==> config.mk <==
export PLATFORM = sky130hd
export DESIGN_NAME = delay_line_ctrl_flat
export DESIGN_NICKNAME = d
export VERILOG_FILES = /design/src/rtl/delay_line_ctrl_if.sv /design/src/rtl/delay_line_ctrl.sv /design/src/flat_wrapper.sv
export SDC_FILE = /design/constraint.sdc
export NUM_CORES = 1
export LEC_CHECK = 0
export ABC_CLOCK_PERIOD_IN_PS = 2400
export BUFFER_PORTS_ARGS = -buffer_cell sky130_fd_sc_hd__buf_4
export CAP_MARGIN = 15
export CORE_MARGIN = 5
export CORE_UTILIZATION = 47
export DETAILED_ROUTE_END_ITERATION = 10
export PLACE_DENSITY = 0.85
export SYNTH_ARGS = -nofsm -noshare
export SYNTH_HDL_FRONTEND = slang
export SYNTH_SLANG_ARGS = --single-unit
==> constraint.sdc <==
create_clock -name clk -period 2.4 [get_ports clk]
set_input_delay 0.12 -clock clk [delete_from_list [all_inputs] [get_ports clk]]
set_output_delay 0.12 -clock clk [all_outputs]
set_load 0.02 [all_outputs]
==> src/rtl/delay_line_ctrl_if.sv <==
// Config, sample-stream and BRAM-port signals of the delay-line controller.
// master = controller side, slave = the surrounding pipeline/BRAM side.
interface delay_line_ctrl_if #(
  parameter int WIDTH = 16,
  parameter int AW    = 9
);
  logic              cfg_vld;
  logic              cfg_rdy;
  logic [AW:0]       cfg_delay;
  logic              cfg_err;
  logic [AW:0]       cur_delay;
  logic              primed;
  logic              in_vld;
  logic [WIDTH-1:0]  in_data;
  logic              out_vld;
  logic [WIDTH-1:0]  out_data;
  logic              wren;
  logic [AW-1:0]     wraddr;
  logic [WIDTH:0]    wrdata;
  logic              rden;
  logic [AW-1:0]     rdaddr;
  logic [WIDTH:0]    rddata;

  modport master (
    input  cfg_vld, cfg_delay, in_vld, in_data, rddata,
    output cfg_rdy, cfg_err, cur_delay, primed, out_vld, out_data,
           wren, wraddr, wrdata, rden, rdaddr
  );

  modport slave (
    output cfg_vld, cfg_delay, in_vld, in_data, rddata,
    input  cfg_rdy, cfg_err, cur_delay, primed, out_vld, out_data,
           wren, wraddr, wrdata, rden, rdaddr
  );
endinterface

==> src/rtl/delay_line_ctrl.sv <==
// Ring-buffer delay line over an external 1-cycle-latency SDP BRAM: delays {in_vld,in_data} by exactly cur_delay cycles.
// No stream backpressure; cfg_rdy drops while the buffer refills after a delay change.
module delay_line_ctrl #(
  parameter int WIDTH      = 16,
  parameter int AW         = 9,
  parameter int INIT_DELAY = 0
) (
  input  logic             clk,
  input  logic             rst,
  delay_line_ctrl_if.master bus
);
  localparam int DEPTH = 2 ** AW;
  localparam logic [AW:0] DEPTH_V = (AW+1)'(DEPTH);
  localparam logic [AW:0] ONE_V   = (AW+1)'(1);
  localparam logic [AW:0] TWO_V   = (AW+1)'(2);
  localparam logic [AW:0] INIT_V  = (AW+1)'(INIT_DELAY);

  typedef enum logic [1:0] {IDLE, FILL, RUN} state_t;
  localparam state_t RST_STATE = (INIT_DELAY != 0) ? FILL : IDLE;

  state_t        state, state_nxt;
  logic [AW-1:0] wptr;
  logic [AW:0]   cnt, cnt_nxt;
  logic [AW:0]   cur_delay, cur_delay_nxt;
  logic          rd_ph;
  logic          cfg_err_q;

  logic accept;
  logic legal;
  logic fill_done;
  logic wr_en;
  logic rd_en;

  assign accept    = bus.cfg_vld && (state != FILL);
  assign legal     = (bus.cfg_delay >= TWO_V) && (bus.cfg_delay <= DEPTH_V);
  assign fill_done = (cnt == (cur_delay - TWO_V));
  assign wr_en     = (state != IDLE);
  assign rd_en     = (state == RUN);

  always_comb begin
    state_nxt     = state;
    cnt_nxt       = cnt;
    cur_delay_nxt = cur_delay;
    case (state)
      IDLE, RUN: begin
        if (accept && legal) begin
          state_nxt     = FILL;
          cnt_nxt       = '0;
          cur_delay_nxt = bus.cfg_delay;
        end
      end
      FILL: begin
        // D-1 fill cycles so the first read lands on the first written sample
        cnt_nxt = cnt + ONE_V;
        if (fill_done) begin
          state_nxt = RUN;
        end
      end
      default: state_nxt = RST_STATE;
    endcase
  end

  always_ff @(posedge clk) begin
    if (rst) begin
      state     <= RST_STATE;
      wptr      <= '0;
      cnt       <= '0;
      cur_delay <= INIT_V;
      rd_ph     <= 1'b0;
      cfg_err_q <= 1'b0;
    end else begin
      state     <= state_nxt;
      cnt       <= cnt_nxt;
      cur_delay <= cur_delay_nxt;
      rd_ph     <= rd_en;
      cfg_err_q <= accept && !legal;
      if (wr_en) begin
        wptr <= wptr + AW'(1);
      end
    end
  end

  assign bus.wren      = wr_en;
  assign bus.wraddr    = wptr;
  assign bus.wrdata    = {bus.in_vld, bus.in_data};
  assign bus.rden      = rd_en;
  // At D=DEPTH this is wptr+1, so a read never targets the slot being written
  assign bus.rdaddr    = wptr - AW'(cur_delay - ONE_V);

  // Valid bit is gated by read phase so stale BRAM contents are never flagged
  assign bus.out_vld   = rd_ph && bus.rddata[WIDTH];
  assign bus.out_data  = bus.rddata[WIDTH-1:0];

  assign bus.cfg_rdy   = (state != FILL);
  assign bus.cfg_err   = cfg_err_q;
  assign bus.cur_delay = cur_delay;
  assign bus.primed    = (state == RUN);
endmodule

==> src/flat_wrapper.sv <==
// flat-port wrapper written by rule: the top's interface ports become plain ports
module delay_line_ctrl_flat 
#(
  parameter int WIDTH      = 16,
  parameter int AW         = 9,
  parameter int INIT_DELAY = 0
)
  (clk, rst, bus_cfg_vld, bus_cfg_delay, bus_in_vld, bus_in_data, bus_rddata, bus_cfg_rdy, bus_cfg_err, bus_cur_delay, bus_primed, bus_out_vld, bus_out_data, bus_wren, bus_wraddr, bus_wrdata, bus_rden, bus_rdaddr);
  delay_line_ctrl_if #(.WIDTH(WIDTH), .AW(AW)) bus_i ();
  input  logic clk;
  input  logic rst;
  input wire logic [$bits(bus_i.cfg_vld)-1:0] bus_cfg_vld;
  input wire logic [$bits(bus_i.cfg_delay)-1:0] bus_cfg_delay;
  input wire logic [$bits(bus_i.in_vld)-1:0] bus_in_vld;
  input wire logic [$bits(bus_i.in_data)-1:0] bus_in_data;
  input wire logic [$bits(bus_i.rddata)-1:0] bus_rddata;
  output wire logic [$bits(bus_i.cfg_rdy)-1:0] bus_cfg_rdy;
  output wire logic [$bits(bus_i.cfg_err)-1:0] bus_cfg_err;
  output wire logic [$bits(bus_i.cur_delay)-1:0] bus_cur_delay;
  output wire logic [$bits(bus_i.primed)-1:0] bus_primed;
  output wire logic [$bits(bus_i.out_vld)-1:0] bus_out_vld;
  output wire logic [$bits(bus_i.out_data)-1:0] bus_out_data;
  output wire logic [$bits(bus_i.wren)-1:0] bus_wren;
  output wire logic [$bits(bus_i.wraddr)-1:0] bus_wraddr;
  output wire logic [$bits(bus_i.wrdata)-1:0] bus_wrdata;
  output wire logic [$bits(bus_i.rden)-1:0] bus_rden;
  output wire logic [$bits(bus_i.rdaddr)-1:0] bus_rdaddr;
  assign bus_i.cfg_vld = bus_cfg_vld;
  assign bus_i.cfg_delay = bus_cfg_delay;
  assign bus_i.in_vld = bus_in_vld;
  assign bus_i.in_data = bus_in_data;
  assign bus_i.rddata = bus_rddata;
  assign bus_cfg_rdy = bus_i.cfg_rdy;
  assign bus_cfg_err = bus_i.cfg_err;
  assign bus_cur_delay = bus_i.cur_delay;
  assign bus_primed = bus_i.primed;
  assign bus_out_vld = bus_i.out_vld;
  assign bus_out_data = bus_i.out_data;
  assign bus_wren = bus_i.wren;
  assign bus_wraddr = bus_i.wraddr;
  assign bus_wrdata = bus_i.wrdata;
  assign bus_rden = bus_i.rden;
  assign bus_rdaddr = bus_i.rdaddr;
  delay_line_ctrl #(.WIDTH(WIDTH), .AW(AW), .INIT_DELAY(INIT_DELAY)) u_core (.clk(clk), .rst(rst), .bus(bus_i));
endmodule
==> flow_summary_export.csv, run 1 <==
group,metric,value,unit
critical_path,worst-path-max-fanout,2,
floorplan,num_io_pins,114,
critical_path,cp.arrival,2.28,ns
global_routing,overflow,0,
floorplan,coreArea,4790,um2
cts,clkTransAtPathRegs,0.06,ns
drt,wl_per_cell,14.3,um
timing,relSlewSlack,68.8,%
cts,cts_tree,"built",
drt,drt_iter0_drc,89,
critical_path,cp_slowest_cell,"fa_2",
synthesis,syn_nets,348,
place,place.gp.congestion,0.815,
critical_path,r2r_slack,0.13,ns
power_and_ir_drop,seqPwrFrac,41.8,%
synthesis,ys_types,46,
drt,ant_nets,0,
global_routing,grt_max_degree,34,
drt,wl,5370,um
cts,cts_sinks,33,
power_and_ir_drop,power_switching,0.429,mW
global_routing,gr-usage-all-layers,17.4,%
timing,finalClockSkew,0.00691,ns
place,io_buffer_count,47,
final_layout,n_antenna_cell,0,
synthesis,post-synth-top-area-cell,"dfxtp_1",
power_and_ir_drop,p_per_area,493,nW/um2
final_layout,drive_gt1_share,34.6,%
job,cap_viol_max_count,0,
synthesis,synth-async-reset-ratio,0,%
power_and_ir_drop,peakVddDrop,0.246,mV
synthesis,synth_top_flop_cell,"dfxtp_1",
critical_path,worst-path-buf-inv,4,
timing,rsz0062_at_grt,"yes",
synthesis,synth_warnings,0,
place,postPlaceCellArea,2600,um2
global_routing,grt_pass1_wl,8960,um
critical_path,worst_setup_path_start_kind,"register",
run_status,status,"finished clean",
synthesis,synth-edff-count,0,
cts,cts_max_path_buffers,2,
critical_path,criticalPathCategory,"reg -> out",
floorplan,die_w,80.8,um
critical_path,critPathCaptureType,"output port",
place,dp_hpwl,4190,um
cts,htreeDepth,2,
final_layout,nets,374,
drt,vias,2002,
floorplan,row_count,25,
power_and_ir_drop,p_leak,1.25,nW
floorplan,dieArea,6530,um2
timing,fin_crit,2.40,ns
synthesis,syn_inst,282,
min_path,hold_depth,3,
critical_path,crit_top_cell,"inv_2",
cts,numCtsBuffers,5,
critical_path,worst_path_largest_cell_delay,0.36,ns
synthesis,synthTopCellsByCount,"buf_4, nor2_1, dfxtp_1",
critical_path,r2r_cells,9,
critical_path,crit_chain,"inv_2 -> ha_4 -> inv_2 -> ha_4 -> inv_2 -> fa_2 -> nor2b_2 -> o21ai_2 -> a21oi_2 -> o21a_1 -> nor2_2 -> xnor2_2 -> buf_4",
min_path,hp-class,"in -> reg",
critical_path,cp.depth,13,
synthesis,avgSynthCellArea,8.35,um2
timing,tightest_slew,0.460,ns
drt,vias_per_cell,5.32,
cts,cts_root_buf,"clkbuf_8",
final_layout,syn_to_final_growth,19.0,%
final_layout,final_area,2800,um2
cts,worstSkewPairLatency,0.29,ns
power_and_ir_drop,switching_share,31.0,%
timing,setup_viol,0,
timing,finalCritPeriodShare,99.9,%
global_routing,antenna_found_initial,0,
drt,firstDrtPassIters,4,
synthesis,synth_top_area_share,28.0,%
power_and_ir_drop,p_int,0.954,mW
critical_path,critPathTopFamily,"adder cells",
floorplan,die_h,80.8,um
synthesis,yosysMostFrequentCell,"buf_4",
power_and_ir_drop,clockPowerShare,29.1,%
timing,max_freq,0.417,GHz
global_routing,grt_pass1_vias,1979,
floorplan,start_util,49.2,%
critical_path,critPathRequiredTime,2.28,ns
synthesis,seq_area_frac_synth,28.0,%
drt,post-route-drc-count,0,
power_and_ir_drop,comb_power_share,29.1,%
synthesis,syn-cell-area,2360,um2
timing,hold_viol,0,
synthesis,yosys-top-cells-area,"dfxtp_1, buf_4, ha_1",
timing,final-max-slew-violation-count,0,
synthesis,yosys_register_bits,33,
power_and_ir_drop,p_total,1.38,mW
## through the flow
stage	hold WS [ns]	util (%)	TNS (ns)	worst slack (ns)	std cells
detailed placement	0.240	54.4	0	0.0735	366
global placement	0.240	54.4	0	0.137	366
finish	0.0765	58.6	0	0.00144	376
global route	0.0798	58.6	-0.113	-0.113	376
CTS	0.0744	57.6	-0.0847	-0.0847	375
floorplan	0.203	-	0	0.0337	282
## state kept, by name, summed over array words and instances (netlist names)
register              cells
u_core.bus.cur_delay     10
u_core.cnt               10
u_core.bus.wraddr         9
u_core.state              2
u_core.bus.cfg_err        1
u_core.rd_ph              1
## final cells by class
type | count | area [um2]
well taps | 67 | 83.8
flip-flops and latches | 33 | 666
repair buffers | 62 | 465
fillers | 419 | 1980
clock inverters | 2 | 10.0
multi-input cells | 187 | 1430
inverters | 19 | 71.3
clock buffers | 6 | 72.6
## cells in the final DEF (no fill, tap or decap), drive strengths merged, types with 2 or more instances in the layout
cell and n:
a41o 2, a31oi 2, dfxtp 33, o21ai 6
nor4 3, a311oi 4, and3 6, inv 19
nand2 15, nor3 5, clkinv 2, and2 2
or3 2, nand3 9, buf 62, nand4 5
ha 18, xor2 9, a21oi 12, clkbuf 6
nor2 36, nor2b 3, or2 4, mux2i 11
xnor2 17
## repair_timing
| action | in CTS | in global routing |
|---|---|---|
| hold buffers | 0 | 0 |
| gates resized for setup | 18 | 6 |
| pin swaps | 11 | 5 |
| setup endpoints to repair | 3 | 3 |
| buffers inserted | 1 | 1 |
## final timing paths
check                     startpoint                      end
max             u_core.bus.wraddr[1]            bus_rdaddr[7]
max reg2reg  u_core.bus.cur_delay[1]          u_core.state[1]
min reg2reg            u_core.cnt[9]            u_core.cnt[9]
min                 bus_cfg_delay[0]  u_core.bus.cur_delay[0]
## power groups by stage
stage	registers [mW]	clock network (mW)	logic (mW)
2_1_floorplan	0.605	0	0.304
3_3_place_gp	0.588	0	0.368
3_5_place_dp	0.589	0	0.376
4_1_cts	0.578	0.409	0.396
5_1_grt	0.580	0.433	0.442
6_report	0.578	0.402	0.403
## worst reg2reg max path: cells and delay by family, from the launching register on
kind / cells / cell delay (ns)
flip-flops: 1 / 0.34
AO/OA/AOI/OAI: 3 / 0.62
buffers and inverters: 2 / 0.22
adder cells (fa/ha/maj): 1 / 0.24
AND/OR/NAND/NOR: 3 / 0.75
## metal layers
metal	track usage, %	up-vias	part of all wire (%)
met5	0	-	0
li1	-	988	-
met4	8.78	0	2.9
met1	21.2	918	42
met2	28.7	69	48
met3	3.99	27	7.5
## kinds of logic (layout without fill, tap and decap cells)
logic type	Yosys count	count (layout)	synth area share (%)
AND/OR/NAND/NOR	93	93	19.8
buffers and inverters	62	89	15.6
AO/OA/AOI/OAI	37	37	11.4
flip-flops	33	33	28.0
XOR/XNOR	26	26	9.67
adder cells (fa/ha/maj)	19	19	10.4
multiplexers	12	12	5.15
Power figures use the tool's default switching activity.
==> run 2, diff against run 1 <==
--- a/constraint.sdc
+++ b/constraint.sdc
@@ -3,2 +3,2 @@
 set_output_delay 0.12 -clock clk [all_outputs]
-set_load 0.02 [all_outputs]
+set_load 0.05 [all_outputs]
==> run 2 against run 1 <==
  * The flow now finishes with violations (negative setup slack)
  * Via count is the same
  * Register-to-register slack improved by 0.02 ns
  * Fmax shrank 4.1%
  * Non-clock buffer count is 3 higher
  * Sequential power hardly changed
  * Worst hold slack got worse by 0.0043 ns
  * First-iteration DRC count up 67%
  * Largest cell class unchanged
  * Largest power group unchanged
==> flow_summary_export.csv, run 2 (same netlist as run 1, synthesis figures left out) <==
group,metric,value,unit
power_and_ir_drop,p_leak,1.30,nW
floorplan,row_count,25,
power_and_ir_drop,peakVddDrop,0.373,mV
critical_path,r2r_cells,9,
timing,finalClockSkew,0.00455,ns
drt,drt_iter0_drc,149,
cts,htreeDepth,2,
timing,final-max-slew-violation-count,0,
critical_path,r2r_slack,0.15,ns
place,post-place-cells,368,
final_layout,syn_to_final_growth,22.6,%
floorplan,num_io_pins,114,
global_routing,grt_pass1_wl,8980,um
final_layout,final_common_cell,"buf_4",
timing,setup_viol,2,
timing,finalCritPeriodShare,104,%
drt,post-route-drc-count,0,
min_path,hp-class,"in -> reg",
final_layout,final_cell_mix,"buf_4, nor2_1, dfxtp_1",
floorplan,die_h,80.8,um
drt,wl_per_cell,14.8,um
critical_path,worst-path-max-fanout,2,
timing,fin_crit,2.50,ns
final_layout,nets,377,
global_routing,grt_max_degree,34,
timing,relSlewSlack,70.5,%
timing,tightest_slew,0.436,ns
global_routing,overflow,0,
power_and_ir_drop,p_total,1.66,mW
critical_path,cp.arrival,2.38,ns
cts,worstSkewPairLatency,0.28,ns
cts,cts_max_path_buffers,2,
drt,vias,2002,
critical_path,criticalPathCategory,"reg -> out",
cts,postCtsHoldBufs,0,
floorplan,start_util,49.2,%
cts,cts_sinks,33,
drt,firstDrtPassIters,4,
cts,numCtsBuffers,5,
critical_path,r2r_start,"u_core.bus.cur_delay[1]",
job,cap_viol_max_count,0,
timing,setup_ws,-0.101,ns
global_routing,grt_pass1_vias,1930,
critical_path,startpoint,"u_core.bus.wraddr[1]",
cts,cts_tree,"built",
critical_path,rr_endpoint,"u_core.state[1]",
place,postPlaceCellArea,2660,um2
floorplan,dieArea,6530,um2
place,place.gp.congestion,0.837,
place,io_buffer_count,47,
critical_path,worst_setup_path_start_kind,"register",
final_layout,drive_gt1_share,36.5,%
timing,max_freq,0.400,GHz
critical_path,critPathRequiredTime,2.28,ns
final_layout,final_area,2890,um2
run_status,status,"finished with violations",
final_layout,n_antenna_cell,0,
global_routing,antenna_found_initial,0,
place,dp_hpwl,4160,um
cts,clkTransAtPathRegs,0.07,ns
critical_path,crit_end,"bus_rdaddr[7]",
drt,ant_nets,0,
timing,rsz0062_at_grt,"yes",
timing,hold_viol,0,
drt,wl,5590,um
run_status,violations,"negative setup slack",
floorplan,coreArea,4790,um2
floorplan,die_w,80.8,um
timing,fin_setup_tns,-0.131,ns
drt,vias_per_cell,5.28,
final_layout,final_util,60.3,%
critical_path,critPathCaptureType,"output port",
final_layout,finalNonFillerCells,379,
global_routing,gr-usage-all-layers,17.5,%
cts,cts_root_buf,"clkbuf_8",
power_and_ir_drop,p_per_area,576,nW/um2
==> run 2: changes by cell type in the layout (fill, tap and decap cells not counted), sizes merged <==
cell and delta:
clkbuf +1, bufinv +1, buf +3, clkinv -2
==> run 2: critical path, stage by stage (launching register included) <==
cell     delay, ns
dfxtp_2       0.34
inv_2         0.04
ha_4          0.20
inv_2         0.06
ha_4          0.14
inv_2         0.04
fa_2          0.36
nor2b_2       0.12
o21ai_2       0.07
a21oi_2       0.17
o21a_1        0.19
nor2_4        0.06
xnor2_4       0.13
buf_6         0.17
==> run 2: how the worst min path moves through the flow <==
stage | endpoint | depth (start not counted) | from
3_3_place_gp | bus_out_data[13] | 0 | bus_rddata[13]
2_1_floorplan | u_core.rd_ph | 1 | rst
3_5_place_dp | bus_out_data[13] | 0 | bus_rddata[13]
5_1_grt | u_core.bus.cur_delay[0] | 3 | bus_cfg_delay[0]
4_1_cts | u_core.bus.cur_delay[7] | 3 | bus_cfg_delay[7]
6_report | u_core.bus.cur_delay[0] | 3 | bus_cfg_delay[0]
==> run 2: through the flow <==
step	hold WS, ns	worst slack [ns]
2_1_floorplan	0.203	-0.237
3_3_place_gp	0.240	0.0611
3_5_place_dp	0.240	-0.0292
4_1_cts	0.0702	-0.154
5_1_grt	0.0714	-0.212
6_report	0.0722	-0.101
==> run 2: what timing repair did <==
item / 4_1_cts / 5_1_grt
cloned: 0 / 0
pin swaps: 12 / 8
gates resized for setup: 20 / 3
endpoints found under the setup margin: 4 / 3
buffers inserted: 2 / 1
==> run 2: where the power goes <==
part	total [mW]	switching, mW	internal, mW
clock network	0.547	0.208	0.339
registers	0.579	0.0160	0.563
logic	0.537	0.324	0.214
==> run 2: cell type report <==
class | instances | area [um2]
clock buffers | 7 | 86.3
clock inverters | 1 | 30.0
fillers | 428 | 1900
inverters | 19 | 71.3
multi-input cells | 187 | 1450
flip-flops and latches | 33 | 669
well taps | 67 | 83.8
repair buffers | 65 | 499
==> run 2: per-layer routing <==
layer,share of wire (%),up-vias,wire [um],track usage (%)
li1,-,987,-,-
met4,1.9,0,108,8.11
met1,44,933,2470,22.3
met5,0,-,0,0
met3,6.2,19,345,3.77
met2,48,63,2660,28.2
==> run 3, diff against run 2 <==
Settings changed: ABC_CLOCK_PERIOD_IN_PS 2400 to 3000, CORE_MARGIN 5 to unset, CORE_UTILIZATION 47 to 50, PLACE_DENSITY 0.85 to 0.9.
Clock period 2.4 ns to 3 ns, I/O delays scaled along.
==> run 3 against run 2 <==
  * Clock skew about the same
  * Final cell count decreased by 8.4%
  * Largest power group unchanged
  * Worst hold slack improved by 0.029 ns
  * The flow finishes with violations (design-rule violations)
  * Wire length decreased by 8.8%
  * Register-to-register slack improved by 0.71 ns
  * Cell area decreased by 9.7%
  * Clock-buffer cell count unchanged
  * Via count decreased by 2.1%
  * Utilization decreased by 1.7 points
  * Largest cell class unchanged
==> flow_summary_export.csv, run 3 (same netlist as run 1, synthesis figures left out) <==
group,metric,value,unit
global_routing,grt_pass1_wl,8470,um
critical_path,criticalPathCategory,"reg -> out",
power_and_ir_drop,peakVddDrop,0.409,mV
drt,vias_per_cell,5.65,
drt,drt_iter0_drc,133,
power_and_ir_drop,clockPowerShare,31.0,%
timing,setup_ws,0.243,ns
final_layout,final_cell_mix,"buf_4, nor2_1, dfxtp_1, ha_1, inv_1",
min_path,hp-class,"in -> reg",
power_and_ir_drop,p_leak,1.18,nW
place,io_buffer_count,47,
critical_path,critPathTopFamily,"adder cells",
run_status,status,"finished with violations",
floorplan,row_count,24,
final_layout,nets,360,
final_layout,syn_to_final_growth,10.6,%
drt,wl,5100,um
timing,whs,0.101,ns
timing,final-max-slew-violation-count,0,
timing,finalClockSkew,0.00430,ns
critical_path,worst-path-buf-inv,4,
place,postPlaceCellArea,2490,um2
floorplan,num_io_pins,114,
cts,clkTransAtPathRegs,0.07,ns
timing,finalCritPeriodShare,91.9,%
power_and_ir_drop,p_int,0.787,mW
power_and_ir_drop,switching_share,34.6,%
cts,cts_max_path_buffers,2,
global_routing,gr-usage-all-layers,21.5,%
global_routing,grt_pass1_vias,1878,
critical_path,worst_setup_path_start_kind,"register",
floorplan,coreArea,4440,um2
power_and_ir_drop,p_per_area,462,nW/um2
critical_path,critPathCaptureType,"output port",
cts,cts_root_buf,"clkbuf_8",
critical_path,cp_slowest_cell,"fa_1",
critical_path,crit_top_cell,"inv_1",
drt,ant_nets,0,
cts,htreeDepth,2,
final_layout,final_common_cell,"buf_4",
final_layout,drive_gt1_share,25.8,%
place,place.gp.congestion,0.898,
cts,worstSkewPairLatency,0.29,ns
floorplan,die_h,70.6,um
place,post-place-ws,0.459,ns
floorplan,die_w,70.6,um
job,cap_viol_max_count,0,
place,dp_hpwl,3820,um
floorplan,start_util,53.0,%
final_layout,n_antenna_cell,0,
cts,postCtsSetupBuffers,0,
drt,vias,1960,
run_status,violations,"design-rule violations",
timing,fin_crit,2.76,ns
floorplan,dieArea,4990,um2
cts,postCtsHoldBufs,0,
timing,tightest_slew,0.575,ns
timing,fin_setup_tns,0,ns
timing,hold_viol,0,
cts,cts_sinks,33,
timing,setup_viol,0,
critical_path,cp.arrival,2.61,ns
timing,relSlewSlack,61.3,%
global_routing,overflow,0,
cts,cts_tree,"built",
drt,firstDrtPassIters,8,
cts,numCtsBuffers,5,
power_and_ir_drop,p_total,1.20,mW
drt,wl_per_cell,14.7,um
final_layout,final_area,2610,um2
power_and_ir_drop,comb_power_share,30.0,%
power_and_ir_drop,power_switching,0.416,mW
drt,post-route-drc-count,24,
global_routing,grt_max_degree,34,
critical_path,crit_chain,"inv_1 -> ha_1 -> inv_1 -> ha_1 -> inv_1 -> fa_1 -> nor2b_1 -> o21ai_0 -> a21oi_1 -> o21a_1 -> nor2_1 -> xnor2_2 -> buf_4",
critical_path,worst_path_largest_cell_delay,0.40,ns
critical_path,critPathRequiredTime,2.85,ns
timing,max_freq,0.363,GHz
power_and_ir_drop,seqPwrFrac,38.9,%
critical_path,worst-path-max-fanout,5,
global_routing,antenna_found_initial,0,
timing,rsz0062_at_grt,"no",
run 3: final cells by class:
cell class                 instances  area, um2
inverter                          19       71.3
timing repair buffer              48        360
sequential                        33        664
clock buffer                       7       96.3
fill                             425       1840
tap                               52       65.1
multi-input combinational        187       1340
clock inverter                     1       5.00
run 3: timing repair:
| action | in CTS | in global routing |
|---|---|---|
| endpoints found under the setup margin | 0 | 2 |
| hold endpoints to repair | 0 | 0 |
| resized for setup | 0 | 4 |
run 3: metal layers:
metal	vias up	routed length, um	global-route usage, %
li1	955	-	-
met1	904	2060	25.1
met2	84	2460	36.2
met3	17	447	6.84
met4	0	139	9.56
met5	-	0	0
run 3: worst paths after layout:
| kind | from | end | slack [ns] | cells after the start |
|---|---|---|---|---|
| worst max-delay path | u_core.bus.wraddr[1] | bus_rdaddr[7] | 0.24 | 13 |
| worst min-delay path | bus_cfg_delay[6] | u_core.bus.cur_delay[6] | 0.10 | 3 |
| worst max register to register | u_core.bus.cur_delay[2] | u_core.state[1] | 0.86 | 8 |
| worst min register to register | u_core.cnt[9] | u_core.cnt[9] | 0.50 | 2 |
run 3: per-stage QoR:
stage                     std cells  utilization, %
after floorplan                 282               -
after global placement          339            56.1
after detailed placement        339            56.1
after CTS                       347            58.4
after global routing            347            58.6
final                           347            58.6
run 3: power groups by stage:
| stage | clock (mW) | combinational (mW) | sequential, mW |
|---|---|---|---|
| 6_report | 0.374 | 0.361 | 0.469 |
| 5_1_grt | 0.401 | 0.387 | 0.471 |
| 4_1_cts | 0.382 | 0.361 | 0.468 |
| 3_5_place_dp | 0 | 0.360 | 0.478 |
| 3_3_place_gp | 0 | 0.355 | 0.476 |
| 2_1_floorplan | 0 | 0.356 | 0.504 |
run 3: worst reg2reg max path: stages (launching register included):
cell and delay [ns]:
dfxtp_1 0.35, inv_1 0.09, ha_1 0.24, or4b_4 0.52, nor3_2 0.16, nor2_1 0.07, o2111ai_2 0.15, o311ai_1 0.16
a32o_1 0.28
